### src/rtl/hazard_controller.sv
// Hazard control for the five-stage core: operand forwarding selects, load-use/branch/MUL-DIV stall and flush, stall-cycle counter.
// Forwarding, stall and flush outputs are combinational from this cycle's inputs; MulDivBusy and StallCount are registered; no handshake.
module hazard_controller #(
    parameter int MULDIV_LATENCY = 4,
    parameter int CNT_W          = 4
) (
    input  logic        clk,
    input  logic        rst,
    input  logic [4:0]  Rs1D,
    input  logic [4:0]  Rs2D,
    input  logic [4:0]  Rs1E,
    input  logic [4:0]  Rs2E,
    input  logic [4:0]  RdE,
    input  logic [4:0]  RdM,
    input  logic [4:0]  RdW,
    input  logic        RegWriteM,
    input  logic        RegWriteW,
    input  logic        ResultSrcE0,
    input  logic        PCSrcE,
    input  logic        MulDivStartE,
    output logic [1:0]  ForwardAE,
    output logic [1:0]  ForwardBE,
    output logic        StallF,
    output logic        StallD,
    output logic        StallE,
    output logic        FlushD,
    output logic        FlushE,
    output logic        FlushM,
    output logic        MulDivBusy,
    output logic [31:0] StallCount
);

    typedef enum logic {S_IDLE, S_BUSY} state_t;

    localparam logic [CNT_W-1:0] CNT_INIT = CNT_W'(MULDIV_LATENCY - 2);

    state_t           r_state;
    state_t           w_state_nxt;
    logic [CNT_W-1:0] r_cnt;
    logic [CNT_W-1:0] w_cnt_nxt;
    logic             w_md_stall;
    logic             w_lw_stall;
    logic             w_stall_fd;
    logic [1:0]       w_fwd_a;
    logic [1:0]       w_fwd_b;
    logic [31:0]      r_stall_count;

    // M stage wins over W; x0 is hard-wired zero and must never forward.
    function automatic logic [1:0] fwd_sel(input logic [4:0] rs, input logic wm, input logic [4:0] rdm,
                                           input logic ww, input logic [4:0] rdw);
        if (wm && (rdm != 5'd0) && (rdm == rs))
            return 2'b10;
        else if (ww && (rdw != 5'd0) && (rdw == rs))
            return 2'b01;
        else
            return 2'b00;
    endfunction

    assign w_fwd_a    = fwd_sel(Rs1E, RegWriteM, RdM, RegWriteW, RdW);
    assign w_fwd_b    = fwd_sel(Rs2E, RegWriteM, RdM, RegWriteW, RdW);
    assign w_lw_stall = ResultSrcE0 && (RdE != 5'd0) && ((RdE == Rs1D) || (RdE == Rs2D));
    assign w_stall_fd = (w_lw_stall && !PCSrcE) || w_md_stall;

    always_ff @(posedge clk or negedge rst) begin
        if (!rst) begin
            r_state <= S_IDLE;
            r_cnt   <= '0;
        end else begin
            r_state <= w_state_nxt;
            r_cnt   <= w_cnt_nxt;
        end
    end

    // Start is only sampled in IDLE so the held instruction cannot retrigger.
    always_comb begin
        w_state_nxt = r_state;
        w_cnt_nxt   = r_cnt;
        w_md_stall  = 1'b0;
        case (r_state)
            S_IDLE: begin
                if (MulDivStartE) begin
                    w_md_stall  = 1'b1;
                    w_cnt_nxt   = CNT_INIT;
                    w_state_nxt = S_BUSY;
                end
            end
            S_BUSY: begin
                if (r_cnt != '0) begin
                    w_md_stall = 1'b1;
                    w_cnt_nxt  = r_cnt - CNT_W'(1);
                end else begin
                    w_state_nxt = S_IDLE;
                end
            end
            default: w_state_nxt = S_IDLE;
        endcase
    end

    always_ff @(posedge clk or negedge rst) begin
        if (!rst)
            r_stall_count <= 32'd0;
        else if (StallF)
            r_stall_count <= r_stall_count + 32'd1;
    end

    assign ForwardAE  = rst ? w_fwd_a : 2'b00;
    assign ForwardBE  = rst ? w_fwd_b : 2'b00;
    assign StallF     = rst && w_stall_fd;
    assign StallD     = rst && w_stall_fd;
    assign StallE     = rst && w_md_stall;
    assign FlushM     = rst && w_md_stall;
    assign FlushD     = rst && PCSrcE;
    assign FlushE     = rst && (w_lw_stall || PCSrcE);
    assign MulDivBusy = (r_state == S_BUSY);
    assign StallCount = r_stall_count;

endmodule

### config.mk
export PLATFORM = sky130hd
export DESIGN_NAME = hazard_controller
export DESIGN_NICKNAME = d
export VERILOG_FILES = /design/src/rtl/hazard_controller.sv
export SDC_FILE = /design/constraint.sdc
export NUM_CORES = 1
export LEC_CHECK = 0
export ABC_AREA = 1
export CORE_MARGIN = 2
export CORE_UTILIZATION = 49
export CTS_CLUSTER_SIZE = 28
export DETAILED_ROUTE_END_ITERATION = 12
export PLACE_DENSITY = 0.81
export SETUP_SLACK_MARGIN = 0.5
export SKIP_LAST_GASP = 1
export SLEW_MARGIN = 0
export SYNTH_ARGS = -nofsm -noshare
export SYNTH_HDL_FRONTEND = slang
export SYNTH_SLANG_ARGS = --single-unit
### constraint.sdc
create_clock -name clk -period 3.25 [get_ports clk]
set_clock_uncertainty 0.15 [all_clocks]
set_input_delay 0.975 -clock clk [delete_from_list [all_inputs] [get_ports clk]]
set_output_delay 0.975 -clock clk [all_outputs]
set_load 0.01 [all_outputs]
==> metrics.md, run 1 <==
| Metric | Value |
|---|---|
| Die X | `83.06 um` |
| Slew Limit Fails | `0` |
| Tightest Hold Check Type | `flip-flop to flip-flop` |
| Largest net degree at the start of global routing | `42` |
| Initial DRC count | `263` |
| WS Path Type | `input port to output port` |
| Ant diodes | `0` |
| CP Max Fanout | `2` |
| Seq cells post-synth | `37` |
| Register area | `925.9 um2` |
| CP required | `2.12 ns` |
| Gp weighted congestion | `0.9179` |
| Starting density of the core | `51.13%` |
| Post-Syn Nets | `524` |
| Worst slew pin tran | `0.4181 ns` |
| Worst path top cell family by delay | `simple AND/OR/NAND/NOR gates` |
| Final Worst Setup Slack | `0.07159 ns` |
| Simple-gate portion of the synthesized area | `47.26%` |
| Final setup viols | `0` |
| Cell Chain, Critical Path | `buf_6 > or2_4 > o41ai_2 > inv_1 > nand2_1 > inv_1 > nor2_2 > buf_2` |
| Mux share of post-synthesis cell area | `0%` |
| DR DRC count | `0` |
| I/O Buffers | `84` |
| WL per Instance | `13.70 um` |
| Gr usage total | `26.47%` |
| Num rows | `28` |
| Dpl hpwl | `6.925 mm` |
| Critical Path Stages | `8` |
| Largest family of logic cells by synthesized area | `simple AND/OR/NAND/NOR gates` |
| First-pass GRT wire length | `15.24 mm` |
| Top-Level Pins | `85` |
| Clk Latency, worst-skew pair | `0.29 ns` |
| Worst path max stage delay | `0.27 ns` |
| YS warnings | `0` |
| Overflow after GRT | `0` |
| H-tree depth | `2` |
| Min Clock Period, post-route | `3.178 ns` |
| CTS Buffer Depth | `2` |
| Pre-CTS setup slack | `-0.6785 ns` |
| DRT Pass-1 Iters | `4` |
| Power density cells | `407.9 nW/um2` |
| Core ar. | `5991 um2` |
| Worst-path clk slew | `0.07 ns` |
| Seq/Total Area, Yosys | `30.23%` |
| Layout cell share with drive strength beyond 1 | `19.62%` |
| RSZ-0062 raised after global routing | `true` |
| Total routed wirelength | `8.918 mm` |
| Worst setup EP type | `output port` |
| Hold Path Depth | `2` |
| Library cells used by synthesis | `32` |
| Antenna violations before repair | `0` |
| Cell Area, Synth | `3063 um2` |
| XOR/XNOR Fraction of Synth Area | `9.436%` |
| Slew Limit Headroom | `72.13%` |
| Min Hold Slack | `0.3469 ns` |
| Outcome | `finished clean` |
| Slowest cell on crit path | `o41ai_2` |
| Num CTS Buffers | `5` |
| Most common cell on crit path | `inv_1` |
| P&R area growth vs syn | `36.15%` |
| Layout Nets | `621` |
| Mapped Cells | `479` |
| Setup crit start kind | `input port` |
| Via/cell ratio | `5.177` |
| R2R depth | `10` |
| Clock sinks | `37` |
| Vias in the first global route | `3391` |
| Max Cap Viol | `0` |
| Full die area | `6899 um2` |
| Clock Tree Root | `clkbuf_8` |
| Leak | `1.985 nW` |
| Multi-input logic area | `1948 um2` |
| CTS tree | `built` |
| Fillers | `540` |
| Worst vdd ir | `548.2 uV` |
| Hold Vio Cnt, Final | `0` |
| Critical path arrival | `2.05 ns` |
| Synth Area in Adders | `1.225%` |
| Maximum clock rate | `314.6 MHz` |
| Number of buffers and inverters on the critical path | `4` |
| Compound-Gate Fraction of Synth Area | `1.634%` |
| Via Count | `3370` |
| Antenna Violating Nets Remaining | `0` |
| Period utilization | `97.80%` |
| Average size of a mapped cell | `6.394 um2` |
| Height of the chip | `83.06 um` |
-- cells in the mapped netlist --
| master | instances | area (um2) |
|---|---|---|
| nand3_1 | 51 | 255.2 |
| nand2_2 | 1 | 6.260 |
| nand2_4 | 2 | 22.52 |
| buf_2 | 1 | 5.000 |
| buf_6 | 3 | 33.78 |
| xnor2_1 | 13 | 113.9 |
| nand4_1 | 7 | 43.79 |
| nand2_1 | 175 | 656.9 |
| nor3_1 | 16 | 80.08 |
| or2_2 | 2 | 12.51 |
| nor3b_2 | 1 | 12.51 |
| nor3_2 | 1 | 10.01 |
| dfrtp_1 | 37 | 925.9 |
| ha_1 | 3 | 37.54 |
| a21oi_1 | 1 | 5.000 |
| inv_2 | 4 | 15.01 |
| o21ai_0 | 3 | 15.01 |
| xor2_1 | 20 | 175.2 |
| nand3_2 | 2 | 20.02 |
| nor2_1 | 56 | 210.2 |
| nor2_4 | 2 | 22.52 |
| nor4_1 | 2 | 12.51 |
| o41ai_1 | 2 | 17.52 |
| o22ai_1 | 1 | 6.260 |
| buf_4 | 6 | 45.04 |
| nor3_4 | 1 | 16.27 |
| nand3_4 | 1 | 17.52 |
| clkbuf_1 | 2 | 7.510 |
| nor2_2 | 3 | 18.77 |
| a31oi_1 | 1 | 6.260 |
| nand3b_1 | 4 | 30.03 |
| inv_1 | 55 | 206.5 |
-- per-stage QoR --
step                      area [um2]  setup TNS (ns)  utilization, %  cells  total power [mW]
after global placement          4041          -4.317           67.46    641             1.293
after global routing            4170        -0.02277           69.61    651             1.808
final                           4170               0           69.61    651             1.701
after detailed placement        4041          -4.564           67.46    641             1.335
after CTS                       4121               0           68.80    651             1.673
after floorplan                 3095               0               -    479             1.079
-- logic make-up after synthesis --
kind of cell	after synthesis
fa+ha+maj	3
xor+xnor	33
flops	37
buf+inv	71
compound gates	8
simple gates	327
-- routing by layer --
layer,wire length [um],vias to the layer above,GRT usage [%]
li1,-,1683,-
met3,522,13,5.169
met5,0,-,0
met2,4458,103,45.45
met1,3780,1571,33.35
met4,156,0,8.644
-- final cells by class --
class                      instances  share of cell area, %
timing repair buffer             102                  21.39
clock buffer                       7                  2.070
sequential                        37                  22.20
multi-input combinational        371                  46.71
inverter                          59                  5.371
tap                               75                  2.250
-- tightest hold or removal path, cell delays in order (launching register included) --
cell	delay (ns)
dfrtp_1	0.35
a21oi_1	0.06
o21ai_0	0.06
-- where the power goes --
group	switching [mW]	total [mW]	internal (mW)
clock network	0.162	0.330	0.168
logic	0.457	0.767	0.310
registers	0.0838	0.604	0.520
total	0.702	1.70	0.999
-- timing repair --
item                                    in CTS  in global routing
setup buffers                                3                  0
endpoints found under the setup margin      12                  9
hold buffers                                 0                  0
pin swaps                                   34                 19
resized for setup                          166                 27
-- flip-flops by register name (all words and copies together), names as in the netlist --
register,flops
r_cnt,4
MulDivBusy,1
StallCount,32
-- path summary, 6_finish.rpt --
path	to	slack (ns)	start
min	r_cnt[1]$_DFFE_PN0P_	0.35	r_cnt[1]$_DFFE_PN0P_
min reg2reg	r_cnt[1]$_DFFE_PN0P_	0.35	r_cnt[1]$_DFFE_PN0P_
max reg2reg	StallCount[16]$_DFFE_PN0P_	1.07	StallCount[0]$_DFFE_PN0P_
max	ForwardBE[0]	0.07	RdM[4]
min in group asynchronous	r_cnt[0]$_DFFE_PN0P_	0.52	rst
max in group asynchronous	StallCount[26]$_DFFE_PN0P_	1.55	rst
-- layout by cell type (no fill, tap or decap), types with 11 or more instances in the layout --
cell type,count
clkdlybuf4s50_1,35
xor2_1,19
inv_1,46
xnor2_1,11
buf_2,18
nand2_1,169
buf_4,17
nand3_1,48
dfrtp_1,37
nor2_1,48
inv_2,12
nor3_1,16
(Power assumes the default switching activity.)
==> inputs of run 2 (changes only) <==
- CAP_MARGIN: not set -> 20
==> results of run 2 <==
The final DEF is identical to that of run 1; final timing and power are the same.
==> inputs of run 3 (changes only) <==
- CAP_MARGIN: 20 -> 0
==> results of run 3 <==
The final DEF is identical to that of run 1; final timing and power are the same.
